File: config.mk
export PLATFORM = sky130hd
export DESIGN_NAME = salida_control
export DESIGN_NICKNAME = d
export VERILOG_FILES = /design/src/rtl/parking_pkg.sv /design/src/rtl/registro_placas.sv /design/src/rtl/salida_control.sv
export SDC_FILE = /design/constraint.sdc
export NUM_CORES = 1
export LEC_CHECK = 0
export ABC_AREA = 0
export BUFFER_PORTS_ARGS = -buffer_cell sky130_fd_sc_hd__buf_4
export CAP_MARGIN = 20
export CORE_MARGIN = 4
export CORE_UTILIZATION = 35
export CTS_BUF_LIST = sky130_fd_sc_hd__clkbuf_8
export DETAILED_ROUTE_END_ITERATION = 12
export GPL_ROUTABILITY_DRIVEN = 0
export PLACE_DENSITY_LB_ADDON = 0.2
export SETUP_SLACK_MARGIN = 0.2
export SLEW_MARGIN = 10
export SYNTH_ARGS = -nofsm -noshare
export SYNTH_HDL_FRONTEND = slang
export SYNTH_SLANG_ARGS = --single-unit
File: constraint.sdc
create_clock -name clk -period 3.08 [get_ports clk]
set_input_delay 0.154 -clock clk [delete_from_list [all_inputs] [get_ports clk]]
set_output_delay 0.154 -clock clk [all_outputs]
set_load 0.01 [all_outputs]
File: src/rtl/parking_pkg.sv
// rtl/parking_pkg.sv - shared constants for the parking-lot gate controllers
package parking_pkg;

  localparam int NUM_SPOTS_DEF = 6;

  localparam logic [3:0] MSG_BIENVENIDO = 4'b0000;
  localparam logic [3:0] MSG_PLACA      = 4'b0010;
  localparam logic [3:0] MSG_GRACIAS    = 4'b0111;
  localparam logic [3:0] MSG_CERRANDO   = 4'b1110;
  localparam logic [3:0] MSG_NOENC      = 4'b1101;
  localparam logic [3:0] MSG_PAGAR      = 4'b1111;

  localparam logic [2:0] ST_IDLE       = 3'd0;
  localparam logic [2:0] ST_PLATE      = 3'd1;
  localparam logic [2:0] ST_LOOKUP     = 3'd2;
  localparam logic [2:0] ST_PAY        = 3'd3;
  localparam logic [2:0] ST_OPEN       = 3'd4;
  localparam logic [2:0] ST_WAIT_CLEAR = 3'd5;
  localparam logic [2:0] ST_CLOSE      = 3'd6;
  localparam logic [2:0] ST_NOTFOUND   = 3'd7;

  localparam logic [1:0] MOTOR_OFF   = 2'b00;
  localparam logic [1:0] MOTOR_OPEN  = 2'b01;
  localparam logic [1:0] MOTOR_CLOSE = 2'b10;

endpackage

File: src/rtl/registro_placas.sv
// rtl/registro_placas.sv - per-spot plate registry with write, release and compare ports
module registro_placas
  import parking_pkg::*;
#(
  parameter int NUM_SPOTS = NUM_SPOTS_DEF
) (
  input  logic                           clk,
  input  logic                           reset_n,
  input  logic                           wr_en,
  input  logic [2:0]                     wr_spot,
  input  logic [23:0]                    wr_placa,
  input  logic                           rel_en,
  input  logic [2:0]                     rel_spot,
  input  logic [2:0]                     cmp_idx,
  input  logic [23:0]                    cmp_placa,
  output logic                           cmp_hit,
  output logic [$clog2(NUM_SPOTS+1)-1:0] ocupados
);

  localparam int OCW = $clog2(NUM_SPOTS + 1);
  localparam logic [OCW-1:0] FULL = OCW'(NUM_SPOTS);

  logic [NUM_SPOTS:1] valid;
  logic [23:0]        placas [1:NUM_SPOTS];
  logic               wr_ok, wr_was_valid, rel_ok, inc, dec;

  // Spot numbers outside 1..NUM_SPOTS simply never match any record.
  always_comb begin
    wr_ok        = 1'b0;
    wr_was_valid = 1'b0;
    rel_ok       = 1'b0;
    cmp_hit      = 1'b0;
    for (int i = 1; i <= NUM_SPOTS; i++) begin
      if (wr_spot == 3'(i)) begin
        wr_ok        = wr_en;
        wr_was_valid = valid[i];
      end
      if (rel_spot == 3'(i)) rel_ok = rel_en && valid[i];
      if (cmp_idx == 3'(i) && valid[i] && placas[i] == cmp_placa) cmp_hit = 1'b1;
    end
  end

  assign inc = wr_ok && !wr_was_valid;
  // A write landing on the spot being released keeps it occupied.
  assign dec = rel_ok && !(wr_ok && wr_spot == rel_spot);

  always_ff @(posedge clk or negedge reset_n) begin
    if (!reset_n) begin
      valid    <= '0;
      ocupados <= '0;
      for (int i = 1; i <= NUM_SPOTS; i++) placas[i] <= '0;
    end else begin
      for (int i = 1; i <= NUM_SPOTS; i++) begin
        if (wr_en && wr_spot == 3'(i)) begin
          valid[i]  <= 1'b1;
          placas[i] <= wr_placa;
        end else if (rel_en && rel_spot == 3'(i)) begin
          valid[i] <= 1'b0;
        end
      end
      if (inc && !dec && ocupados != FULL)
        ocupados <= ocupados + OCW'(1);
      else if (dec && !inc && ocupados != '0)
        ocupados <= ocupados - OCW'(1);
    end
  end

endmodule

File: src/rtl/salida_control.sv
// rtl/salida_control.sv - exit-gate FSM: plate lookup, payment, barrier motor and spot release
module salida_control
  import parking_pkg::*;
#(
  parameter int NUM_SPOTS   = NUM_SPOTS_DEF,
  parameter int MOTOR_TICKS = 3,
  parameter int ERR_TICKS   = 2
) (
  input  logic                           clk,
  input  logic                           reset_n,
  input  logic                           tick,
  input  logic                           s_n,
  input  logic                           placa_valid,
  input  logic [23:0]                    placa,
  input  logic                           pagado_n,
  input  logic                           wr_en,
  input  logic [2:0]                     wr_spot,
  input  logic [23:0]                    wr_placa,
  output logic [1:0]                     m,
  output logic [3:0]                     message,
  output logic [$clog2(NUM_SPOTS+1)-1:0] ocupados,
  output logic                           lleno,
  output logic                           rel_valid,
  output logic [2:0]                     rel_spot
);

  localparam int OCW = $clog2(NUM_SPOTS + 1);
  localparam logic [7:0] MOT_LAST = 8'(MOTOR_TICKS - 1);
  localparam logic [7:0] ERR_LAST = 8'(ERR_TICKS - 1);
  localparam logic [2:0] LAST_IDX = 3'(NUM_SPOTS);

  logic [2:0]  state, idx, spot;
  logic [23:0] placa_q;
  logic [7:0]  timer;
  logic        rel_en, cmp_hit;

  assign rel_en = (state == ST_PAY) && !pagado_n;
  assign lleno  = (ocupados == OCW'(NUM_SPOTS));

  registro_placas #(.NUM_SPOTS(NUM_SPOTS)) u_registro (
    .clk       (clk),
    .reset_n   (reset_n),
    .wr_en     (wr_en),
    .wr_spot   (wr_spot),
    .wr_placa  (wr_placa),
    .rel_en    (rel_en),
    .rel_spot  (spot),
    .cmp_idx   (idx),
    .cmp_placa (placa_q),
    .cmp_hit   (cmp_hit),
    .ocupados  (ocupados)
  );

  always_ff @(posedge clk or negedge reset_n) begin
    if (!reset_n) begin
      state     <= ST_IDLE;
      idx       <= '0;
      spot      <= '0;
      placa_q   <= '0;
      timer     <= '0;
      m         <= MOTOR_OFF;
      message   <= MSG_BIENVENIDO;
      rel_valid <= 1'b0;
      rel_spot  <= '0;
    end else begin
      rel_valid <= 1'b0;
      case (state)
        ST_IDLE: if (!s_n) begin
          state   <= ST_PLATE;
          message <= MSG_PLACA;
        end
        ST_PLATE: if (placa_valid) begin
          placa_q <= placa;
          idx     <= 3'd1;
          state   <= ST_LOOKUP;
        end else if (s_n) begin
          state   <= ST_IDLE;
          message <= MSG_BIENVENIDO;
        end
        // One record compared per clock, lowest spot first.
        ST_LOOKUP: if (cmp_hit) begin
          spot    <= idx;
          state   <= ST_PAY;
          message <= MSG_PAGAR;
        end else if (idx == LAST_IDX) begin
          state   <= ST_NOTFOUND;
          message <= MSG_NOENC;
          timer   <= '0;
        end else begin
          idx <= idx + 3'd1;
        end
        ST_NOTFOUND: if (tick) begin
          if (timer == ERR_LAST) begin
            timer   <= '0;
            state   <= ST_PLATE;
            message <= MSG_PLACA;
          end else timer <= timer + 8'd1;
        end
        ST_PAY: if (!pagado_n) begin
          rel_valid <= 1'b1;
          rel_spot  <= spot;
          state     <= ST_OPEN;
          message   <= MSG_GRACIAS;
          m         <= MOTOR_OPEN;
          timer     <= '0;
        end
        ST_OPEN: if (tick) begin
          if (timer == MOT_LAST) begin
            timer <= '0;
            m     <= MOTOR_OFF;
            state <= ST_WAIT_CLEAR;
          end else timer <= timer + 8'd1;
        end
        ST_WAIT_CLEAR: if (s_n) begin
          state   <= ST_CLOSE;
          message <= MSG_CERRANDO;
          m       <= MOTOR_CLOSE;
          timer   <= '0;
        end
        ST_CLOSE: if (tick) begin
          if (timer == MOT_LAST) begin
            timer   <= '0;
            m       <= MOTOR_OFF;
            state   <= ST_IDLE;
            message <= MSG_BIENVENIDO;
          end else timer <= timer + 8'd1;
        end
        default: begin
          state   <= ST_IDLE;
          m       <= MOTOR_OFF;
          message <= MSG_BIENVENIDO;
        end
      endcase
    end
  end

endmodule

# == Yosys cells after proc, flatten, opt, wreduce, memory -nomap -nowiden ==
# Cells that the tools add are included.
# word_totals
regBits,204
input_bits,58
out_inout_bits,14
elab_cells,231
# op_classes
add_sub_neg,4
eq_ne,55
n_mux,84
n_bitwise,1
n_reduce_logical,65
# op_table
operator,count
$eq A24 B24 Y1,6
$mux W8,8
$mux W3,18
$mux W4,11
$eq A3 B3 Y1 const B,14
$pmux W8 S5,1
$logic_and A1 B1 Y1,38
$mux W1,38
$ne A2 B2 Y1 const B,15
$pmux W4 S7,1
$eq A3 B2 Y1 const B,8
$pmux W3 S8,1
$reduce_and A11 Y1,2
$reduce_bool A2 Y1,8
$eq A3 B1 Y1 const B,4
$ne A3 B3 Y1 const B,3
$add A8 B1 Y8 const B,1
$eq A8 B1 Y1 const B,1
$eq A8 B2 Y1 const B,1
$mux W2,4
$reduce_and A7 Y1,1
$reduce_bool A7 Y1,1
$add A3 B1 Y3 const B,2
$pmux W2 S3,1
other kinds (13),21

# == Depth between registers and ports, before layout ==
# depth
ltp_word,14
ltp_mapped,11
depth_no_buf,10

# == Modules after synthesis ==
# Synthesis repeated with hierarchy kept, for this count alone.
# unflattened
hier_cells,880
area_unflattened_um2,10336.2
# modules_own_cells
mod,n_inst,cells_per_inst,area_per_inst_um2,seq_area_each_um2
registro_placas,1,617,7851.3,3828.7
salida_control,1,263,2484.9,1276.2

# == Worst setup path after synthesis ==
# OpenSTA, ideal clock, no wires.
# synth_path
kind,register -> register
start,register spot[1]
end,register u_registro.ocupados[2]
setup_time_ns,0.120
t_arrival_ns,2.461
t_required_ns,2.960
slack_ns,0.499
path_stages_with_launch,10
path_buffers,0
period_less_slack_ns,2.581
path_cell_list,dfrtp_1 or3b_2 a211oi_1 o211ai_1 a21oi_1 o21ai_0 fa_1 nor3_1 a311oi_1 a31o_2
# synth_via
elab_chain_len,12
word_cells_on_any_way,23
cone_classes,7 x eq/ne; 7 x mux; 9 x reduce/logical
# synth_lines
element,line_no,text
start: declaration,salida_control.sv:32,"logic [2:0] state, idx, spot;"
start signal: assignment,salida_control.sv:82,spot <= idx;
$eq A3 B1 Y1,registro_placas.sv:38,if (rel_spot == 3'(i)) rel_ok = rel_en && valid[i];
$mux W1 (6 in a row),registro_placas.sv:38,
$logic_and A1 B1 Y1 (*),registro_placas.sv:45,assign dec = rel_ok && !(wr_ok && wr_spot == rel_spot);
$logic_not A1 Y1,registro_placas.sv:61,if (inc && !dec && ocupados != FULL)
$logic_and A1 B1 Y1 (2 in a row),registro_placas.sv:61,
$mux W3 / $reduce_bool A2 Y1 (equally long branches),-,
end signal: assignment,registro_placas.sv:62,ocupados <= ocupados + OCW'(1);
end signal: assignment,registro_placas.sv:64,ocupados <= ocupados - OCW'(1);
end: declaration,registro_placas.sv:17,output logic [$clog2(NUM_SPOTS+1)-1:0] ocupados
# Every way passes the cells marked *; elsewhere a longest branch is shown, timed or not.
# A chain may end at the register's enable or synchronous reset.

# == Worst setup path after layout ==
# layout_path
start,register placa_q[1]
end,register message[1]
# layout_via
elab_chain_len,10
word_cells_on_any_way,22
cone_classes,7 x eq/ne; 8 x mux; 7 x reduce/logical
# layout_lines
element,line_no,text
start: declaration,salida_control.sv:33,logic [23:0] placa_q;
start signal: assignment,salida_control.sv:73,placa_q <= placa;
$eq A24 B24 Y1,registro_placas.sv:39,if (cmp_idx == 3'(i) && valid[i] && placas[i] == cmp_placa) cmp_hit = 1'b1;
$logic_and A1 B1 Y1,registro_placas.sv:39,
$mux W1 (5 in a row),registro_placas.sv:39,
$mux W1 (*),registro_placas.sv:39,
$ne A3 B3 Y1 (no line) / $mux W4 (equally long branches),-,
$reduce_and A11 Y1 (no line) / $pmux W4 S7 (equally long branches),-,
end signal: assignment,salida_control.sv:62,message <= MSG_BIENVENIDO;
end signal: assignment,salida_control.sv:70,message <= MSG_PLACA;
end signal: assignment,salida_control.sv:78,message <= MSG_BIENVENIDO;
end: declaration,salida_control.sv:20,"output logic [3:0] message,"
# Marks and branches as above.

==> results.yml <==
timing:
  hold_viol: 0
  final-setup-viol-count: 0
  finClkSkew_ns: 0.02444
  max-slew-margin-rel_pct: 42.28
  slew_viol_final: 0
  max_slew.worst_pin.slew_ns: 0.8587
  finalCriticalPeriod_ns: 2.678
  fin_crit_sh_pct: 86.96
  grt_setup_unrepaired: "yes"
  clock.fmax_mhz: 373.3
  whs_ns: 0.06848
  setup-tns-final_ns: 0
placed_design:
  placedCellCount: 1292
  dpl.hpwl_um: 18890
  port_buffers: 71
  dpl-instance-area_um2: 11360
critical_path:
  timing.rr.end: "message[1]$_DFFE_PN0P_"
  worstSetupEndpointType: "register"
  startpoint_type: "register"
  reg2reg_depth: 8
  crit_path_end: "message[1]$_DFFE_PN0P_"
  crit_arrival_ns: 3.08
  r2r-start: "placa_q[1]$_DFFE_PN0P_"
  path_class: "register to register"
  crit_path_max_fanout: 7
  crit_start: "placa_q[1]$_DFFE_PN0P_"
  r2r_slack_ns: 0.40
  cp_data_required_time_ns: 3.48
floorplan:
  dieArea_um2: 32750
  die_y_um: 181.0
  core_um2: 29560
  rows: 63
  initial_core_util_pct: 35.43
  fp.dieW_um: 181.0
  ios: 72
detailed_routing:
  vias: 7128
  drt.antenna.violating_nets: 0
  drt-initial-drc-count: 475
  first_pass_iters: 5
  drc: 0
  routed_via_density: 5.048
  wl_per_cell_um: 19.80
  drt_wl_total_um: 27960
yosys:
  ys_types: 69
  syn_avg_cell_area_um2: 12.12
  synth_nets: 931
  ys_seq_area_share_pct: 48.75
  netlist_area_um2: 10470
  postSynthCellCount: 864
  synth-edff-count: 0
  synth_flop_cell: "dfrtp_1"
  synth_async_sr_flop_share_pct: 100.0
  synth-seq-cells: 204
  yosysWarnings: 0
global_route:
  grt-ovfl-total: 0
  grt_usage_pct: 17.33
  grt_antenna_before_repair: 0
  grt_pass1_vias: 7483
  grt_max_degree: 86
  grt_pass1_wl_um: 44640
clock_network:
  cts_buffers: 39
  cts-htree-levels: 2
  ctsRootBufferMaster: "clkbuf_8"
  insertion_delay_ns: 0.54
  clock_sinks: 204
  cts_setup_buffers: 0
  cts_tree: "built"
  path_clk_slew_ns: 0.06
  clockBufferDepth: 3
final_layout:
  multi_input_area_um2: 4987
  fin_nets: 1061
  regArea_um2: 5105
  stdcell_area_um2: 12690
  layout-drive-gt1-share_pct: 34.34
  n_fill_cell: 2816
  diodes: 0
  stdcell_count: 1412
  utilization_pct: 42.93
  areaGrowthSynthToFinish_pct: 21.17
job:
  max_cap_viol_count: 0
outcome:
  status: "complete, no violations"
pwr:
  p_leak_nw: 5.523
  power-per-cell-area_nw_per_um2: 827.8
  ir_drop_uv: 465.4
worst_hold_path:
  worstHoldStart: "s_n"
  min_path_type: "input pin to register"
## area by class of cell
cell class,instances,share of cell area [%]
tap,390,3.845
sequential,204,40.23
timing repair buffer,147,9.949
multi-input combinational,586,39.30
clock buffer,51,5.531
clock inverter,18,0.6705
inverter,16,0.4733
## worst min path at each step
stage                     cells past startpoint  slack [ns]                   end
after floorplan                               0       -0.14    idx[0]$_DFFE_PN0P_
after global placement                        1        0.29  state[0]$_DFFE_PN0P_
after detailed placement                      1        0.29  state[0]$_DFFE_PN0P_
after CTS                                     4        0.04  state[0]$_DFFE_PN0P_
after global routing                          4        0.09  state[0]$_DFFE_PN0P_
final                                         4        0.07  state[0]$_DFFE_PN0P_
## through the flow
step	setup slack, ns	power, W
after detailed placement	0.3029	0.007860
after CTS	0.2939	0.01064
after global routing	0.1635	0.01124
after global placement	0.3350	0.007844
after floorplan	0.4986	0.006798
final	0.4015	0.01050
## Yosys cell counts (6+ instances only)
library cell    n  area share (%)
inv_1          15            0.54
o21ai_0        14            0.67
ha_1            8            0.96
dfrtp_1       204              49
buf_6          10             1.1
buf_4          15             1.1
or2_2           6            0.36
nor4_1         24             1.4
nor3_1         18            0.86
nand2_1        35             1.3
nand4_1        15            0.90
clkbuf_1       23            0.82
xnor2_1        37             3.1
mux2_2        173              19
nand3_1        19            0.91
a21oi_1        16            0.76
buf_2           8            0.38
nor2_1         18            0.65
nand2b_1        9            0.54
xor2_1        109             9.1
## power breakdown
part | switching (W) | internal [W]
registers | 0.000953 | 0.00338
logic | 0.00177 | 0.00175
clock network | 0.00117 | 0.00148
total | 0.00389 | 0.00661
## state kept, by name (all words and copies together), names as in the netlist
name and count:
idx 3, spot 3, u_registro.ocupados 3, rel_valid 1, message 4, m 2
placa_q 24, u_registro.valid 6, timer 8, u_registro.placas 144, rel_spot 3, state 3
## cell families after synthesis
logic type	after synthesis	synth area share, %
XOR/XNOR	146	12.21
AO/OA/AOI/OAI	85	5.902
flip-flops	204	48.75
AND/OR/NAND/NOR	167	8.805
buffers and inverters	74	4.002
adder cells (fa/ha/maj)	9	1.147
multiplexers	179	19.19
## what timing repair did
action                                  CTS  global route
endpoints found under the setup margin    0            10
hold endpoints to repair                251             0
resized for setup                         0             5
hold buffers                             51             0
## critical path, cell delays in order (launching register included)
cell and delay [ns]:
dfrtp_1 0.57, xor2_1 0.29, nor4_1 0.08, buf_4 0.15, nand4_1 0.13, nor4_4 0.08
nor4_2 0.77, a21oi_1 0.16, mux2_1 0.32
## layer usage
metal | track usage [%] | part of all wire (%) | routed length [um] | up-vias
met4 | 5.914 | 3.0 | 833 | 0
met1 | 23.22 | 46 | 12760 | 3603
li1 | - | - | - | 3317
met2 | 28.63 | 48 | 13330 | 153
met5 | 0 | 0 | 0 | -
met3 | 2.919 | 3.7 | 1042 | 55
## cell usage in the layout (no fill, tap or decap), types with 3 or more instances in the layout
| cell | netlist | layout |
|---|---|---|
| ha_1 | 8 | 8 |
| xor2_1 | 109 | 109 |
| nor2_1 | 18 | 18 |
| nor3_1 | 18 | 16 |
| dlygate4sd3_1 | 0 | 51 |
| nor4_2 | 2 | 5 |
| or2_2 | 6 | 6 |
| or3_1 | 5 | 5 |
| mux2_2 | 173 | 173 |
| dfrtp_1 | 204 | 204 |
| inv_1 | 15 | 28 |
| a21oi_1 | 16 | 15 |
| a31oi_1 | 3 | 3 |
| nand4_1 | 15 | 15 |
| o21ai_0 | 14 | 14 |
| nand2_1 | 35 | 35 |
| nand3_1 | 19 | 19 |
| mux2i_1 | 5 | 5 |
| buf_4 | 15 | 93 |
| o22ai_1 | 5 | 5 |
| xnor2_1 | 37 | 37 |
| nor4_1 | 24 | 21 |
| o2bb2ai_1 | 5 | 5 |
| o31ai_1 | 5 | 5 |
| a21o_1 | 5 | 5 |
| nand2b_1 | 9 | 9 |
| o21a_1 | 3 | 3 |
| clkbuf_8 | 0 | 52 |
| nor3_2 | 1 | 3 |
Note: power is estimated with default switching activity, not from simulation.
